File: src/rtl/alu_pipe_if.sv
// Handshake and data bundle between the operand sequencer, alu_pipe and the result consumer.
// master = the side that supplies operands and consumes results; slave = alu_pipe.
interface alu_pipe_if #(
  parameter int WIDTH = 8,
  parameter int CNT_W = 16
);
  logic             in_valid;
  logic             in_ready;
  logic [WIDTH-1:0] A;
  logic [WIDTH-1:0] B;
  logic [2:0]       OPcode;
  logic             carry_in;
  logic             out_valid;
  logic             out_ready;
  logic [WIDTH-1:0] out;
  logic             carry_out;
  logic             z_flag;
  logic             c_flag;
  logic [CNT_W-1:0] op_count;

  modport master (
    output in_valid, A, B, OPcode, carry_in, out_ready,
    input  in_ready, out_valid, out, carry_out, z_flag, c_flag, op_count
  );

  modport slave (
    input  in_valid, A, B, OPcode, carry_in, out_ready,
    output in_ready, out_valid, out, carry_out, z_flag, c_flag, op_count
  );
endinterface

File: src/rtl/alu_pipe.sv
// Two-stage pipelined ALU with valid/ready backpressure, result flags and a saturating op counter.
// Optional build macro ALU_PIPE_SAT_EN makes ADD/ADC saturate to all-ones instead of wrapping.
module alu_pipe #(
  parameter int WIDTH = 8,
  parameter int CNT_W = 16
) (
  input logic       clk,
  input logic       rst,
  alu_pipe_if.slave bus
);
  localparam logic [CNT_W-1:0] CNT_MAX = {CNT_W{1'b1}};
  localparam logic [CNT_W-1:0] CNT_ONE = CNT_W'(1'b1);

  // Returns {carry_out, out} for one operation.
  function automatic logic [WIDTH:0] alu_op(
    input logic [WIDTH-1:0] a,
    input logic [WIDTH-1:0] b,
    input logic [2:0]       op,
    input logic             cin
  );
    logic [WIDTH:0] sum;
    logic [WIDTH:0] r;
    r   = {(WIDTH+1){1'b0}};
    sum = {1'b0, a} + {1'b0, b} + {{WIDTH{1'b0}}, (op == 3'b001) ? cin : 1'b0};
    case (op)
      3'b000, 3'b001: begin
`ifdef ALU_PIPE_SAT_EN
        r = sum[WIDTH] ? {(WIDTH+1){1'b1}} : sum;
`else
        r = sum;
`endif
      end
      3'b010:  r = {1'b0, a & b};
      3'b011:  r = {1'b0, a | b};
      3'b100:  r = {1'b0, a ^ b};
      3'b101:  r = {1'b0, {(WIDTH-1){1'b0}}, (a > b)};
      3'b110:  r = {a, 1'b0};
      3'b111:  r = {b, 1'b0};
      default: r = {(WIDTH+1){1'b0}};
    endcase
    return r;
  endfunction

  logic             s1_valid_r;
  logic [WIDTH-1:0] s1_a_r;
  logic [WIDTH-1:0] s1_b_r;
  logic [2:0]       s1_op_r;
  logic             s1_cin_r;
  logic             s2_valid_r;
  logic [WIDTH-1:0] out_r;
  logic             carry_r;
  logic             z_r;
  logic             c_r;
  logic [CNT_W-1:0] cnt_r;

  logic             s2_load_s;
  logic             s1_load_s;
  logic             in_ready_s;
  logic             out_fire_s;
  logic [WIDTH:0]   res_s;
  logic             z_s;
  logic             gt_s;

  // Handshake steering: stage 1 may refill in the same cycle it drains into stage 2.
  always_comb begin
    s2_load_s  = 1'b0;
    in_ready_s = 1'b0;
    s1_load_s  = 1'b0;
    out_fire_s = 1'b0;
    s2_load_s  = s1_valid_r && (!s2_valid_r || bus.out_ready);
    in_ready_s = !s1_valid_r || s2_load_s;
    s1_load_s  = bus.in_valid && in_ready_s;
    out_fire_s = s2_valid_r && bus.out_ready;
  end

  // Stage-2 datapath computed from the stage-1 registers.
  always_comb begin
    res_s = {(WIDTH+1){1'b0}};
    z_s   = 1'b0;
    gt_s  = 1'b0;
    res_s = alu_op(s1_a_r, s1_b_r, s1_op_r, s1_cin_r);
    z_s   = (res_s[WIDTH-1:0] == {WIDTH{1'b0}});
    gt_s  = (s1_a_r > s1_b_r);
  end

  // Stage 1: operand capture.
  always_ff @(posedge clk) begin
    if (rst) begin
      s1_valid_r <= 1'b0;
      s1_a_r     <= {WIDTH{1'b0}};
      s1_b_r     <= {WIDTH{1'b0}};
      s1_op_r    <= 3'b000;
      s1_cin_r   <= 1'b0;
    end else if (s1_load_s) begin
      s1_valid_r <= 1'b1;
      s1_a_r     <= bus.A;
      s1_b_r     <= bus.B;
      s1_op_r    <= bus.OPcode;
      s1_cin_r   <= bus.carry_in;
    end else if (s2_load_s) begin
      s1_valid_r <= 1'b0;
    end
  end

  // Stage 2: result and flags, held while the consumer stalls.
  always_ff @(posedge clk) begin
    if (rst) begin
      s2_valid_r <= 1'b0;
      out_r      <= {WIDTH{1'b0}};
      carry_r    <= 1'b0;
      z_r        <= 1'b0;
      c_r        <= 1'b0;
    end else if (s2_load_s) begin
      s2_valid_r <= 1'b1;
      out_r      <= res_s[WIDTH-1:0];
      carry_r    <= res_s[WIDTH];
      z_r        <= z_s;
      c_r        <= gt_s;
    end else if (out_fire_s) begin
      s2_valid_r <= 1'b0;
    end
  end

  // Completed-operation counter, sticks at all-ones.
  always_ff @(posedge clk) begin
    if (rst) begin
      cnt_r <= {CNT_W{1'b0}};
    end else if (out_fire_s && (cnt_r != CNT_MAX)) begin
      cnt_r <= cnt_r + CNT_ONE;
    end
  end

  assign bus.in_ready  = in_ready_s;
  assign bus.out_valid = s2_valid_r;
  assign bus.out       = out_r;
  assign bus.carry_out = carry_r;
  assign bus.z_flag    = z_r;
  assign bus.c_flag    = c_r;
  assign bus.op_count  = cnt_r;
endmodule

File: src/flat_wrapper.sv
// flat-port wrapper written by rule: the top's interface ports become plain ports
module alu_pipe_flat 
#(
  parameter int WIDTH = 8,
  parameter int CNT_W = 16
)
  (clk, rst, bus_in_valid, bus_A, bus_B, bus_OPcode, bus_carry_in, bus_out_ready, bus_in_ready, bus_out_valid, bus_out, bus_carry_out, bus_z_flag, bus_c_flag, bus_op_count);
  alu_pipe_if #(.WIDTH(WIDTH), .CNT_W(CNT_W)) bus_i ();
  input logic clk;
  input logic rst;
  input wire logic [$bits(bus_i.in_valid)-1:0] bus_in_valid;
  input wire logic [$bits(bus_i.A)-1:0] bus_A;
  input wire logic [$bits(bus_i.B)-1:0] bus_B;
  input wire logic [$bits(bus_i.OPcode)-1:0] bus_OPcode;
  input wire logic [$bits(bus_i.carry_in)-1:0] bus_carry_in;
  input wire logic [$bits(bus_i.out_ready)-1:0] bus_out_ready;
  output wire logic [$bits(bus_i.in_ready)-1:0] bus_in_ready;
  output wire logic [$bits(bus_i.out_valid)-1:0] bus_out_valid;
  output wire logic [$bits(bus_i.out)-1:0] bus_out;
  output wire logic [$bits(bus_i.carry_out)-1:0] bus_carry_out;
  output wire logic [$bits(bus_i.z_flag)-1:0] bus_z_flag;
  output wire logic [$bits(bus_i.c_flag)-1:0] bus_c_flag;
  output wire logic [$bits(bus_i.op_count)-1:0] bus_op_count;
  assign bus_i.in_valid = bus_in_valid;
  assign bus_i.A = bus_A;
  assign bus_i.B = bus_B;
  assign bus_i.OPcode = bus_OPcode;
  assign bus_i.carry_in = bus_carry_in;
  assign bus_i.out_ready = bus_out_ready;
  assign bus_in_ready = bus_i.in_ready;
  assign bus_out_valid = bus_i.out_valid;
  assign bus_out = bus_i.out;
  assign bus_carry_out = bus_i.carry_out;
  assign bus_z_flag = bus_i.z_flag;
  assign bus_c_flag = bus_i.c_flag;
  assign bus_op_count = bus_i.op_count;
  alu_pipe #(.WIDTH(WIDTH), .CNT_W(CNT_W)) u_core (.clk(clk), .rst(rst), .bus(bus_i));
endmodule
File: config.mk
export PLATFORM = sky130hd
export DESIGN_NAME = alu_pipe_flat
export DESIGN_NICKNAME = d
export VERILOG_FILES = /design/src/rtl/alu_pipe_if.sv /design/src/rtl/alu_pipe.sv /design/src/flat_wrapper.sv
export SDC_FILE = /design/constraint.sdc
export NUM_CORES = 1
export LEC_CHECK = 0
export CORE_UTILIZATION = 40
export CTS_CLUSTER_SIZE = 14
export DETAILED_ROUTE_END_ITERATION = 6
export GPL_TIMING_DRIVEN = 1
export MAX_ROUTING_LAYER = met4
export PLACE_DENSITY_LB_ADDON = 0.12
export SETUP_SLACK_MARGIN = 0.3
export SKIP_LAST_GASP = 1
export SLEW_MARGIN = 40
export SYNTH_ARGS = -nofsm -noshare
export SYNTH_HDL_FRONTEND = slang
export SYNTH_SLANG_ARGS = --single-unit
File: constraint.sdc
create_clock -name clk -period 2.9 [get_ports clk]
set_input_delay 0.58 -clock clk [delete_from_list [all_inputs] [get_ports clk]]
set_output_delay 0.58 -clock clk [all_outputs]
set_load 0.03 [all_outputs]
==> results.cfg <==
[sta]
setup_viol = 0
finalCriticalPeriod_ns = 2.54
max_slew.worst_pin.slew_ns = 0.494
finalMaxSlewViolations = 0
setup_tns_ns = 0
max_freq_mhz = 393
finalCritPeriodShare_pct = 87.8
max-slew-margin-rel_pct = 67.1
worst_clock_skew_ns = 0.00502
hold_viol = 0
rsz0062_at_grt = yes

[die]
fp.coreArea_sq_um = 7330
pin_count = 53
initial_core_util_pct = 42.0
die_h_um = 89.7
rows = 31
die_w_um = 89.7
fp.dieArea_sq_um = 8050

[pwr]
p_leak_uw = 0.00143
power_uw = 1510
swShare_pct = 30.8
p_seq_share_pct = 48.0
switchingPower_uw = 465
p_per_area_nw_per_um2 = 392
pwr-share-clk_pct = 29.4
ir_drop_mv = 0.183
p_comb_share_pct = 22.5
p_int_uw = 1040

[cells_and_area]
fin_util_pct = 52.5
fin_cells = 545
fin_nets = 496
diodes = 0
finalInstanceArea_sq_um = 3850
drive_above_1_share_pct = 8.52
area_growth_pct = 25.1

[critical_path]
timing_worst_setup_path_type = primary input to primary output
worst_setup_path_start_kind = primary input
crit_chain = clkdlybuf4s50_1, nor2b_1, nand2_1, clkdlybuf4s50_1
r2r_cells = 10
r2r_end = u_core.bus.z_flag
critical-path-slowest-cell = clkdlybuf4s50_1
r2r_start = u_core.s1_op_r[1]
cp_max_fo = 3
worst_setup_path_end_kind = primary output
crit_required_ns = 2.32
crit_arrival_ns = 1.96
slowest_delay_ns = 0.68
cpMostUsedCell = clkdlybuf4s50_1
reg2reg_slack_ns = 0.36

[logic_synthesis]
synthFlopType = dfxtp_1
synth_top_family_by_area = simple AND/OR/NAND/NOR gates
synth_fp_nets = 445
synth_seq_cells = 49
yosys.area_share.simple_pct = 24.8
synth_compound_area_share_pct = 18.1
synth_fa_ha_area_share_pct = 11.5
netlist_area_sq_um = 3080
synth_cell_types = 59
muxShareOfSynthArea_pct = 2.72
synth_edf_count = 0
yosys.area_share.xor_xnor_pct = 4.84
syn_area_per_cell_sq_um = 7.82
yosysWarningCount = 0
syn_inst = 394
ys_seq_area_share_pct = 31.9
async_reset_ff_share_pct = 0

[route]
ant_nets = 0
via_per_inst = 5.06
first_iter_violations = 99
routed_wirelength_um = 7580
dr.pass1.iters = 4
drcViolationCount = 0
wl_per_cell_um = 13.9
num_vias = 2756

[worst_hold_path]
min_path_type = flop to flop
holdPathStages = 2
min_to = u_core.bus.out[0]
worst_hold_startpoint = u_core.bus.out[0]

[clock_tree]
htree_levels = 2
insertion_delay_ns = 0.31
cts_tree = built
clk_pin_slew_ns = 0.09
cts_buffers = 5
clock-sinks = 49
root_buffer = clkbuf_8
clockBufferDepth = 2

[placed_design]
port_buffers = 52
gp_congestion = 0.860
place_inst = 534
dpl.hpwl_um = 5510
placed_area_sq_um = 3710

[run_status]
outcome = complete, no violations

[grt]
gr-usage-all-layers_pct = 20.5
grt_pass1_wl_um = 13000
antenna_found_initial = 0
grt_overflow_total = 0
grt_max_degree = 48
grt_pass1_vias = 2543

[job]
drv_cap = 0
state kept, by name, summed over array words and instances, names as in the netlist:
signal	flops
u_core.bus.out_valid	1
u_core.bus.out	8
u_core.s1_a_r	8
u_core.bus.z_flag	1
u_core.bus.op_count	16
u_core.bus.c_flag	1
u_core.s1_cin_r	1
u_core.bus.carry_out	1
u_core.s1_valid_r	1
u_core.s1_op_r	3
u_core.s1_b_r	8
area by class of cell:
class                   instances  area (sq um)
repair buffers                 64           611
fillers                       728          3480
clock buffers                   6          82.6
inverters                      24          90.1
flip-flops and latches         49           983
well taps                      99           124
multi-input cells             301          1950
clock inverters                 2          13.8
placed cells by master (no fill, tap or decap), types with 5 or more instances in the layout:
cell	n
nor2_1	32
inv_1	23
clkdlybuf4s50_1	52
clkbuf_8	6
dfxtp_1	47
nand2_1	66
ha_1	25
nor3_1	7
mux2i_1	5
o21ai_0	10
nand3_1	13
buf_4	12
xnor2_1	9
a21oi_1	42
nand2b_1	8
a211oi_1	5
xor2_1	8
critical path: cells and delay by family:
kind	cells	cell delay (ns)
buffers and inverters	2	1.20
AND/OR/NAND/NOR	2	0.18
routing by layer:
metal  GRT usage [%]  up-vias  share of wire [%]
met3            2.79        4                3.4
met1            28.1     1262                 51
met2            31.3       48                 45
met4            6.56        0               0.92
li1                -     1442                  -
met5               -        -                  0
worst max path at each step:
stage                           start           endpoint  slack (ns)  depth (start not counted)
global placement    u_core.s1_op_r[2]  u_core.bus.z_flag        0.31                         10
CTS                 u_core.s1_op_r[2]  u_core.bus.z_flag        0.31                         10
detailed placement  u_core.s1_op_r[2]  u_core.bus.z_flag        0.27                         10
global route        u_core.s1_op_r[2]  u_core.bus.z_flag        0.24                         10
floorplan           u_core.s1_op_r[0]  u_core.bus.z_flag        0.30                         11
finish                  bus_out_ready       bus_in_ready        0.36                          4
per-stage QoR:
step / hold WS (ns) / worst slack [ns]
floorplan: 0.437 / 0.303
global placement: 0.447 / 0.310
detailed placement: 0.449 / 0.268
CTS: 0.463 / 0.313
global route: 0.490 / 0.243
finish: 0.458 / 0.355
Yosys cell counts (2+ instances only):
cell type  instances  area (sq um)
and3_1             5          31.3
nand2_1           66           248
nand3_1           13          65.1
xnor2_1            9          78.8
nor4_1             2          12.5
o21a_1             2          15.0
buf_4              2          15.0
a31oi_1            2          12.5
nor3b_1            4          30.0
a21boi_0           2          15.0
o21ai_0           10          50.1
o21bai_1           3          22.5
or3_1              2          12.5
and4_1             3          26.3
nand4_1            2          12.5
buf_6              2          22.5
mux2i_1            5          50.1
or3b_2             2          17.5
o31ai_1            2          15.0
ha_1              25           313
nand3b_1           4          30.0
dfxtp_1           49           981
nand2b_1           8          50.1
fa_1               2          40.0
clkbuf_1          12          45.0
o22ai_1            3          18.8
xor2_1             8          70.1
nor3_1             7          35.0
a221oi_1           2          17.5
a21oi_1           42           210
a211oi_1           6          45.0
buf_2              3          15.0
inv_1             23          86.3
nor2b_1            2          12.5
and2_1             4          25.0
nor2_1            33           124
power groups by stage:
stage | registers [uW] | clock network, uW | logic [uW]
floorplan | 756 | 0 | 206
global placement | 740 | 0 | 333
detailed placement | 741 | 0 | 334
CTS | 726 | 462 | 338
global route | 731 | 494 | 377
finish | 725 | 444 | 340
logic make-up (layout without fill, tap and decap cells):
logic type,Yosys count,in the layout
DFF,49,49
and+or+nand+nor,161,161
AOI/OAI and AO/OA,89,89
muxes,7,7
xor gates and xnor gates,17,17
adders and majority gates,27,27
buffers and inverters,44,96
timing repair:
item,CTS,global route
gates cloned,0,0
hold buffers,0,0
endpoints found under the setup margin,1,2
pin swaps,4,9
buffers inserted,1,2
resized for setup,1,2
No activity file was read; power rests on OpenSTA's default activity.
